<file path="src/rtl/posit_to_float_es3.sv">
// posit<32,3> to IEEE-754 binary32 converter: decode, range, round/pack stages with valid/ready flow control.
// Define POSIT2FLOAT_SUBNORMAL_EN to produce binary32 subnormals; otherwise tiny results flush to signed zero.
module posit_to_float_es3 #(
    parameter int NBITS = 32,
    parameter int ES    = 3
) (
    input  logic             clk,
    input  logic             rst_n,
    input  logic             in_valid,
    output logic             in_ready,
    input  logic [NBITS-1:0] in_posit,
    output logic             out_valid,
    input  logic             out_ready,
    output logic [31:0]      out_float,
    output logic             out_inexact,
    output logic             out_overflow,
    output logic             out_underflow,
    output logic             out_nar
);

    // ------------------------------------------------------------------
    // Flow control: each stage loads when it is empty or its content leaves.
    // ------------------------------------------------------------------
    logic s1_valid_reg;
    logic s2_valid_reg;
    logic s3_advance;
    logic s2_advance;
    logic s1_advance;
    logic s3_load;
    logic s2_load;

    assign s3_advance = out_valid & out_ready;
    assign s3_load    = ~out_valid | s3_advance;
    assign s2_advance = s2_valid_reg & s3_load;
    assign s2_load    = ~s2_valid_reg | s2_advance;
    assign s1_advance = s1_valid_reg & s2_load;
    assign in_ready   = ~s1_valid_reg | s1_advance;

    // ------------------------------------------------------------------
    // Stage 1 logic: absolute value, regime run, exponent and fraction.
    // ------------------------------------------------------------------
    logic [30:0]       d_abs;
    logic [29:0]       d_inv;
    logic [4:0]        d_run;
    logic [28:0]       d_rem;
    logic [2:0]        d_exp;
    logic [25:0]       d_frac;
    logic signed [8:0] d_k;
    logic signed [8:0] d_scale;
    logic              d_zero;
    logic              d_nar;

    always_comb begin
        d_zero = (in_posit == 32'h0000_0000);
        d_nar  = (in_posit == 32'h8000_0000);
        d_abs  = in_posit[31] ? (~in_posit[30:0] + 31'd1) : in_posit[30:0];
        // A run of ones is counted as a run of zeros on the inverted body.
        d_inv  = d_abs[30] ? ~d_abs[29:0] : d_abs[29:0];
        d_run  = 5'd31;
        for (int i = 0; i < 30; i++) begin
            if (d_inv[i]) begin
                d_run = 5'(30 - i);
            end
        end
        // Drop the run and its terminator; bits past the end read as zero.
        d_rem   = d_abs[28:0] << (d_run - 5'd1);
        d_exp   = d_rem[28:26];
        d_frac  = d_rem[25:0];
        d_k     = d_abs[30] ? ($signed({4'd0, d_run}) - 9'sd1) : -$signed({4'd0, d_run});
        d_scale = (d_k <<< ES) + $signed({6'd0, d_exp});
    end

    logic              s1_sign_reg;
    logic              s1_zero_reg;
    logic              s1_nar_reg;
    logic signed [8:0] s1_scale_reg;
    logic [25:0]       s1_frac_reg;

    always_ff @(posedge clk or negedge rst_n) begin
        if (!rst_n) begin
            s1_valid_reg <= 1'b0;
            s1_sign_reg  <= 1'b0;
            s1_zero_reg  <= 1'b0;
            s1_nar_reg   <= 1'b0;
            s1_scale_reg <= '0;
            s1_frac_reg  <= '0;
        end else if (in_ready) begin
            s1_valid_reg <= in_valid;
            if (in_valid) begin
                s1_sign_reg  <= in_posit[31];
                s1_zero_reg  <= d_zero;
                s1_nar_reg   <= d_nar;
                s1_scale_reg <= d_scale;
                s1_frac_reg  <= d_frac;
            end
        end
    end

    // ------------------------------------------------------------------
    // Stage 2 logic: biased exponent, overflow, subnormal alignment.
    // ------------------------------------------------------------------
    logic signed [9:0] r_be;
    logic              r_ovf;
    logic [7:0]        r_exp;
    logic [22:0]       r_mant;
    logic              r_g;
    logic              r_s;
    logic              r_tiny;
`ifdef POSIT2FLOAT_SUBNORMAL_EN
    logic [4:0]        r_shamt;
    logic [26:0]       r_sig;
    logic [25:0]       r_sub;
    logic              r_lost;
`endif

    always_comb begin
        r_be   = {s1_scale_reg[8], s1_scale_reg} + 10'sd127;
        r_ovf  = 1'b0;
        r_exp  = 8'd0;
        r_mant = 23'd0;
        r_g    = 1'b0;
        r_s    = 1'b0;
        r_tiny = 1'b0;
`ifdef POSIT2FLOAT_SUBNORMAL_EN
        r_shamt = 5'd0;
        r_sig   = {1'b1, s1_frac_reg};
        r_sub   = 26'd0;
        r_lost  = 1'b0;
`endif
        if (s1_nar_reg || s1_zero_reg) begin
            r_ovf = 1'b0;
        end else if (r_be >= 10'sd255) begin
            r_ovf = 1'b1;
        end else if (r_be <= 10'sd0) begin
            r_tiny = 1'b1;
`ifdef POSIT2FLOAT_SUBNORMAL_EN
            // Beyond 26 places every significand bit is sticky anyway.
            r_shamt = (r_be < -10'sd24) ? 5'd26 : 5'(10'sd1 - r_be);
            r_sub   = 26'(r_sig >> r_shamt);
            r_lost  = |(r_sig & ((27'd1 << r_shamt) - 27'd1));
            r_mant  = r_sub[25:3];
            r_g     = r_sub[2];
            r_s     = (|r_sub[1:0]) | r_lost;
`else
            r_s     = 1'b1;
`endif
        end else begin
            r_exp  = r_be[7:0];
            r_mant = s1_frac_reg[25:3];
            r_g    = s1_frac_reg[2];
            r_s    = |s1_frac_reg[1:0];
        end
    end

    logic        s2_sign_reg;
    logic        s2_nar_reg;
    logic        s2_ovf_reg;
    logic [7:0]  s2_exp_reg;
    logic [22:0] s2_mant_reg;
    logic        s2_g_reg;
    logic        s2_s_reg;
    logic        s2_tiny_reg;

    always_ff @(posedge clk or negedge rst_n) begin
        if (!rst_n) begin
            s2_valid_reg <= 1'b0;
            s2_sign_reg  <= 1'b0;
            s2_nar_reg   <= 1'b0;
            s2_ovf_reg   <= 1'b0;
            s2_exp_reg   <= '0;
            s2_mant_reg  <= '0;
            s2_g_reg     <= 1'b0;
            s2_s_reg     <= 1'b0;
            s2_tiny_reg  <= 1'b0;
        end else if (s2_load) begin
            s2_valid_reg <= s1_valid_reg;
            if (s1_valid_reg) begin
                s2_sign_reg <= s1_sign_reg;
                s2_nar_reg  <= s1_nar_reg;
                s2_ovf_reg  <= r_ovf;
                s2_exp_reg  <= r_exp;
                s2_mant_reg <= r_mant;
                s2_g_reg    <= r_g;
                s2_s_reg    <= r_s;
                s2_tiny_reg <= r_tiny;
            end
        end
    end

    // ------------------------------------------------------------------
    // Stage 3 logic: round to nearest even and pack.
    // ------------------------------------------------------------------
    logic        p_up;
    logic [30:0] p_sum;
    logic [31:0] p_float;
    logic        p_inexact;
    logic        p_ovf;
    logic        p_unf;
    logic        p_nar;

    always_comb begin
        p_up = s2_g_reg & (s2_s_reg | s2_mant_reg[0]);
        // Mantissa carry ripples into the exponent; a subnormal becomes the smallest normal.
        p_sum     = {s2_exp_reg, s2_mant_reg} + {30'd0, p_up};
        p_float   = {s2_sign_reg, p_sum};
        p_inexact = s2_g_reg | s2_s_reg;
        p_ovf     = 1'b0;
        p_unf     = (s2_g_reg | s2_s_reg) & s2_tiny_reg;
        p_nar     = 1'b0;
        if (s2_nar_reg) begin
            p_float   = 32'h7FC0_0000;
            p_inexact = 1'b0;
            p_unf     = 1'b0;
            p_nar     = 1'b1;
        end else if (s2_ovf_reg || (p_sum[30:23] == 8'hFF)) begin
            p_float   = {s2_sign_reg, 31'h7F80_0000};
            p_inexact = 1'b1;
            p_ovf     = 1'b1;
            p_unf     = 1'b0;
        end
    end

    always_ff @(posedge clk or negedge rst_n) begin
        if (!rst_n) begin
            out_valid     <= 1'b0;
            out_float     <= '0;
            out_inexact   <= 1'b0;
            out_overflow  <= 1'b0;
            out_underflow <= 1'b0;
            out_nar       <= 1'b0;
        end else if (s3_load) begin
            out_valid <= s2_valid_reg;
            if (s2_valid_reg) begin
                out_float     <= p_float;
                out_inexact   <= p_inexact;
                out_overflow  <= p_ovf;
                out_underflow <= p_unf;
                out_nar       <= p_nar;
            end
        end
    end

endmodule

</file>
<file path="config.mk">
export PLATFORM = sky130hd
export DESIGN_NAME = posit_to_float_es3
export DESIGN_NICKNAME = d
export VERILOG_FILES = /design/src/rtl/posit_to_float_es3.sv
export SDC_FILE = /design/constraint.sdc
export NUM_CORES = 1
export LEC_CHECK = 0
export CAP_MARGIN = 0
export CORE_MARGIN = 4
export CORE_UTILIZATION = 50
export DETAILED_ROUTE_END_ITERATION = 12
export MAX_ROUTING_LAYER = met4
export PLACE_DENSITY = 0.71
export SYNTH_ARGS = -nofsm -noshare
export SYNTH_HDL_FRONTEND = slang
export SYNTH_SLANG_ARGS = --single-unit
</file>
<file path="constraint.sdc">
create_clock -name clk -period 3.98 [get_ports clk]
set_clock_uncertainty 0.2 [all_clocks]
set_input_delay 1.194 -clock clk [delete_from_list [all_inputs] [get_ports clk]]
set_output_delay 1.194 -clock clk [all_outputs]
set_load 0.1 [all_outputs]
</file>
==> out/qor.csv, run 1 <==
stage;metric;value;unit
routing;drc;0;
layout;finalNonFillerCells;1493;
die;initial_core_util;0.508;
die;boundaryPins;74;
cts;cts_tree;yes;
die;rows;47;
setup_path;r2r_end;out_float[20];
synthesis;syn-cell-area;8360;µm²
routing;drt_iter0_markers;661;
layout;largest_reg_flops;32;
synthesis;ys_ff_latch;114;
die;die_area;18900;µm²
outcome;status;finished, violations left;
die;coreArea;16500;µm²
die;die_x;137;µm
setup_path;r2r_start;s2_g_reg;
timing;finalHoldViolCount;0;
synthesis;synth_compound_area_frac;0.222;
timing;setup_violations;34;
outcome;violations;setup timing;
placed_design;placed_cells;1408;
synthesis;synth-xor-area-share;0.0932;
setup_path;crit_chain;buf_6 > or4_4 > or4_4 > buf_6 > o41a_1 > nor4_4 > buf_4 > a2111oi_4 > a31oi_1 > o32ai_2 > nand2_2 > ha_4 > buf_12 > xor2_4 > buf_8 > mux2i_1 > mux4_2 > mux2i_2 > a22oi_1 > o21ai_1;
placed_design;routabilityCongestion;0.977;
cts;clockRootBuffer;clkbuf_16;
setup_path;critPathMaxFanout;6;
routing;routedWlPerCell;19.0;µm
setup_path;r2r_setup_slack;0.36;ns
setup_path;endpoint_kind;flip-flop;
routing;num_vias;8949;
timing;hold-worst-slack;0.277;ns
pwr;peakVddDrop;0.534;mV
setup_path;critical_path_required;4.11;ns
job;cap_violations;0;
grt;overflow;0;
cts;clk_pin_slew;0.05;ns
cts;cts_buffers;17;
setup_path;r2r_cells;12;
synthesis;synth-simple-area-share;0.199;
synthesis;yosysUniqueCellTypes;86;
synthesis;async_flop_share;1.00;
timing;worstMarginPinSlew;0.613;ns
timing;fin_setup_tns;-45.64;ns
timing;post-route-min-period;5.52;ns
setup_path;endpoint;s1_frac_reg[18];
synthesis;synth.avg_cell_area;8.96;µm²
setup_path;worstSetupStartpoint;in_posit[19];
pwr;p_leak;5.67;nW
synthesis;synth_top_family_by_area;compound AO/OA/AOI/OAI gates;
cts;clk-insertion-delay-late;0.42;ns
synthesis;yosys.area_share.adder;0.00898;
synthesis;yosys_most_used_dff;dfrtp_1;
layout;post-route-util;0.790;
layout;layout-drive-gt1-share;0.429;
timing;period_share;1.39;
synthesis;yosysSeqAreaShare;0.341;
routing;ant_nets;0;
timing;drv_slew;0;
pwr;finalPower;0.00828;W
synthesis;synthMuxAreaShare;0.0962;
timing;fmax;181;MHz
grt;grt_use_total;0.294;
synthesis;synth_edf_count;0;
layout;diodes;0;
cts;htree_num_levels;4;
timing;rsz0062_at_grt;true;
routing;vias_per_cell;5.99;
layout;nets;1302;
cts;clock-sinks;114;
setup_path;arrival;5.66;ns
synthesis;synth_fp_nets;975;
pwr;cellPowerDensity;637;nW/µm²
die;die_h;137;µm
routing;drtPass1Iterations;5;
synthesis;yosys_warnings;0;
placed_design;place_hpwl;19000;µm
grt;grt_pass1_wl;43000;µm
setup_path;worst-setup-path-type;input port to flip-flop;
grt;grt_start_max_net_pins;48;
grt;antenna_found_initial;0;
routing;drt_wl_total;28400;µm
min_path;hp-start;out_float[13];
setup_path;cp_slowest_stage_delay;0.52;ns
timing;finalWorstSetupSlack;-1.54;ns
timing;slew_headroom;0.592;
synthesis;synthCells;933;
min_path;hp-class;flip-flop to flip-flop;
layout;syn2layout_area_growth;55.5;%
placed_design;io_buffers;73;
cts;clockBufferDepth;2;
setup_path;crit_path_start_kind;input port;
setup_path;crit_slowest_cell;or4_4;
grt;grt_pass1_vias;8777;
-- stage by stage --
stage          setup slack, ns  instance area, µm²
2_1_floorplan            -2.05                8600
3_3_place_gp             -2.34               11100
3_5_place_dp             -2.44               11100
4_1_cts                  -1.43               12600
5_1_grt                  -1.73               13000
6_report                 -1.54               13000
-- cell type report --
| type | instances | area [µm²] |
|---|---|---|
| well taps | 220 | 275 |
| fillers | 997 | 3460 |
| inverters | 12 | 68.8 |
| clock inverters | 11 | 160 |
| clock buffers | 21 | 450 |
| flip-flops and latches | 114 | 2850 |
| multi-input cells | 746 | 6060 |
| repair buffers | 369 | 3140 |
-- worst max-delay path: cells and delay by family --
| family | cells | cell delay (ns) |
|---|---|---|
| buf+inv | 5 | 0.71 |
| xor+xnor | 1 | 0.27 |
| fa+ha+maj | 1 | 0.19 |
| compound gates | 6 | 1.12 |
| simple gates | 4 | 1.36 |
| mux | 3 | 0.81 |
-- layer usage --
metal	share of wire	vias to the layer above	global-route usage	wire length (µm)
met5	0	-	-	0
met2	0.51	360	0.519	14400
li1	-	4167	-	-
met4	0.063	0	0.152	1790
met3	0.043	133	0.0394	1220
met1	0.39	4289	0.323	11000
-- synthesized netlist by cell type (16+ instances only) --
| cell | count | area (µm²) |
|---|---|---|
| a21oi_1 | 21 | 105 |
| a22o_1 | 33 | 289 |
| clkbuf_1 | 39 | 146 |
| dfrtp_1 | 114 | 2850 |
| mux2i_1 | 43 | 430 |
| nand2_1 | 124 | 465 |
| nand3_1 | 32 | 160 |
| nand4_1 | 16 | 100 |
| nor2_1 | 49 | 184 |
| nor3_1 | 17 | 85.1 |
| nor4_1 | 20 | 125 |
| o21ai_0 | 64 | 320 |
| xnor2_1 | 42 | 368 |
| xor2_1 | 37 | 324 |
-- power breakdown --
part | internal, W | switching (W)
Combinational | 0.00195 | 0.00277
Clock | 0.00106 | 0.000502
Sequential | 0.00160 | 0.000404
-- how the worst min path moves through the flow --
stage,to,slack (ns),cells past startpoint
after floorplan,s1_sign_reg,0.25,2
after global placement,out_nar,0.26,2
after detailed placement,out_nar,0.26,2
final,out_float[13],0.28,2
after CTS,out_float[13],0.28,2
after global routing,out_float[15],0.30,2
-- cell families after synthesis --
group / Yosys count
AND/OR/NAND/NOR: 335
AO/OA/AOI/OAI: 255
flip-flops: 114
XOR/XNOR: 83
buffers and inverters: 73
multiplexers: 67
adder cells (fa/ha/maj): 6
-- what timing repair did --
| action | in CTS | in global routing |
|---|---|---|
| buffers inserted | 41 | 13 |
| resized for setup | 205 | 71 |
| setup endpoints to repair | 34 | 35 |
| pin swaps | 81 | 30 |
| hold buffers | 0 | 0 |
| gates cloned | 2 | 0 |
-- placed cells by master, fill, tap and decap left out, drive strengths merged, types with 32 or more instances in the layout --
cell	Yosys	routed
a22o	33	33
xnor2	44	44
nand2	124	124
xor2	39	39
nor2	49	49
dfrtp	114	114
o21ai	70	70
buf	22	350
nand3	32	32
mux2i	44	44
Note: power is estimated with default switching activity, not from simulation.
==> inputs of run 2 (changes only) <==
Clock period 3.98 ns to 6.5 ns, I/O delays scaled along.
==> run 2 against run 1 <==
  * The run now ends clean
  * Clock-buffer cell count increased by 2
  * Wire length shrank 9.1%
  * Cell area fell by 6.4%
  * Final cell count shrank 2.5%
  * Die area is the same
  * Highest routed layer unchanged
  * Combinational power down 44%
  * Core utilization down 5.0 points
  * Sequential power shrank 39%
  * Critical endpoint is now s1_frac_reg[21]
==> out/qor.csv, run 2 (synthesized netlist as in run 1, its figures left out) <==
stage;metric;value;unit
outcome;status;finished, final reports clean;
pwr;pwr-share-clk;0.192;
pwr;cellPowerDensity;390;nW/µm²
setup_path;worst-setup-path-type;input port to flip-flop;
cts;clk-insertion-delay-late;0.40;ns
pwr;p_seq_frac;0.256;
setup_path;cp_slowest_stage_delay;0.51;ns
job;cap_violations;0;
timing;drv_slew;0;
min_path;hp-start;out_float[31];
setup_path;crit_top_cell;buf_6;
die;die_area;18900;µm²
setup_path;crit_slowest_cell;o41a_1;
grt;use_met1;0.321;
setup_path;crit_buf_inv;5;
min_path;hp-class;flip-flop to flip-flop;
placed_design;place_hpwl;19600;µm
die;coreArea;16500;µm²
pwr;internal_power;0.00266;W
timing;worstMarginPinSlew;0.991;ns
setup_path;endpoint_kind;flip-flop;
cts;cts_tree;yes;
setup_path;path_delay_family;compound AO/OA/AOI/OAI gates;
cts;clockRootBuffer;clkbuf_16;
min_path;whs_path_depth;2;
placed_design;routabilityCongestion;1.04;
routing;drc;0;
setup_path;critical_path_required;6.57;ns
layout;layout-drive-gt1-share;0.325;
grt;met3_usage;0.0351;
cts;ctsHoldBuffers;0;
layout;nets;1268;
cts;cts_buffers;17;
setup_path;r2r_start;s2_g_reg;
pwr;p_comb_frac;0.551;
routing;drt_iter0_markers;642;
layout;syn2layout_area_growth;45.6;%
layout;diodes;0;
timing;period_share;0.986;
timing;slew_headroom;0.339;
grt;grt_use_total;0.282;
setup_path;critPathMaxFanout;8;
routing;vias_per_cell;5.90;
routing;num_vias;8587;
layout;post-route-util;0.739;
pwr;power.switching;0.00209;W
setup_path;arrival;6.47;ns
timing;finalHoldViolCount;0;
cts;clk_pin_slew;0.05;ns
die;die_h;137;µm
routing;drt_wl_total;25800;µm
cts;htree_num_levels;4;
pwr;peakVddDrop;0.332;mV
die;die_x;137;µm
grt;antenna_found_initial;0;
setup_path;r2r_end;out_float[30];
placed_design;io_buffers;73;
layout;fin_area;12200;µm²
routing;ant_nets;0;
layout;most-common-layout-cells;buf_4, nand2_1, dfrtp_1;
die;rows;47;
placed_design;place_area;11100;µm²
layout;largest_reg_flops;32;
setup_path;crit_chain;clkdlybuf4s50_1 > nor4_1 > nand4_1 > o41a_1 > xnor2_4 > buf_6 > a2111o_1 > o21ai_2 > a22oi_2 > o32ai_2 > nand2_2 > ha_4 > buf_6 > xor2_4 > buf_6 > mux2i_4 > mux2_4 > mux2i_2 > buf_4 > o22a_1 > o211ai_1;
setup_path;crit_path_start_kind;input port;
timing;post-route-min-period;6.41;ns
timing;fmax;156;MHz
grt;grt_pass1_vias;8432;
pwr;p_sw_frac;0.439;
routing;drtPass1Iterations;5;
grt;grt-busiest-layer;met2;
setup_path;r2r_cells;11;
die;boundaryPins;74;
grt;grt_pass1_wl;41200;µm
cts;clock-sinks;114;
timing;setup_violations;0;
die;initial_core_util;0.508;
timing;hold-worst-slack;0.271;ns
grt;grt_start_max_net_pins;82;
grt;use_met2;0.492;
routing;routedWlPerCell;17.7;µm
grt;overflow;0;
min_path;worstHoldEndpoint;out_float[31];
layout;mostFrequentLayoutCell;buf_4;
cts;clockBufferDepth;2;
setup_path;r2r_setup_slack;2.21;ns
pwr;p_leak;5.33;nW
-- run 2: cell count changes in the layout (fill, tap and decap cells not counted), sizes merged --
cell	delta
buf	-86
clkdlybuf4s50	+45
dlymetal6s2s	+15
dlygate4sd2	-14
clkbuf	+8
clkinvlp	-2
bufinv	-1
clkinv	-1
inv	-1
-- run 2: per-layer routing --
layer / wire, µm / share of wire
met2: 13100 / 0.51
met4: 1200 / 0.047
met1: 10400 / 0.40
met3: 1160 / 0.045
met5: 0 / 0
-- run 2: final cells by class --
class | instances | area, µm²
clock buffers | 23 | 478
clock inverters | 6 | 105
fillers | 1209 | 4290
inverters | 12 | 58.8
multi-input cells | 746 | 5620
flip-flops and latches | 114 | 2850
well taps | 220 | 275
repair buffers | 335 | 2780
-- run 2: how the worst max path moves through the flow --
stage / start / to / slack [ns] / cells past startpoint
final: in_posit[24] / s1_frac_reg[21] / 0.09 / 21
after global routing: in_posit[19] / s1_frac_reg[16] / -0.01 / 20
after CTS: in_posit[26] / s1_frac_reg[21] / 0.02 / 21
after detailed placement: in_posit[12] / s1_frac_reg[16] / -0.75 / 19
after global placement: in_posit[12] / s1_frac_reg[16] / -0.57 / 19
after floorplan: in_posit[10] / s1_frac_reg[20] / -0.29 / 21
-- run 2: power groups by stage --
stage / Combinational [W] / Sequential (W) / Clock [W]
after floorplan: 0.00103 / 0.00178 / 0
after global routing: 0.00277 / 0.00125 / 0.000959
after global placement: 0.00239 / 0.00120 / 0
after CTS: 0.00252 / 0.00121 / 0.000918
final: 0.00262 / 0.00122 / 0.000913
after detailed placement: 0.00243 / 0.00122 / 0
-- run 2: per-stage QoR --
step	power [W]	instances	setup slack, ns	setup TNS (ns)
after floorplan	0.00281	933	-0.290	-2.54
after global placement	0.00359	1407	-0.570	-12.65
after detailed placement	0.00365	1407	-0.750	-15.94
after CTS	0.00465	1447	0.0162	0
after global routing	0.00498	1456	-0.0116	-0.0242
final	0.00475	1456	0.0932	0
-- run 2: timing repair --
action / CTS / global route
pin swaps: 18 / 23
setup endpoints to repair: 27 / 29
gates resized for setup: 41 / 65
setup buffers: 12 / 9
-- run 2: tightest hold or removal path: cells and delay by family, from the launching register on --
family	cells	cell delay, ns
DFF	1	0.33
and+or+nand+nor	2	0.11
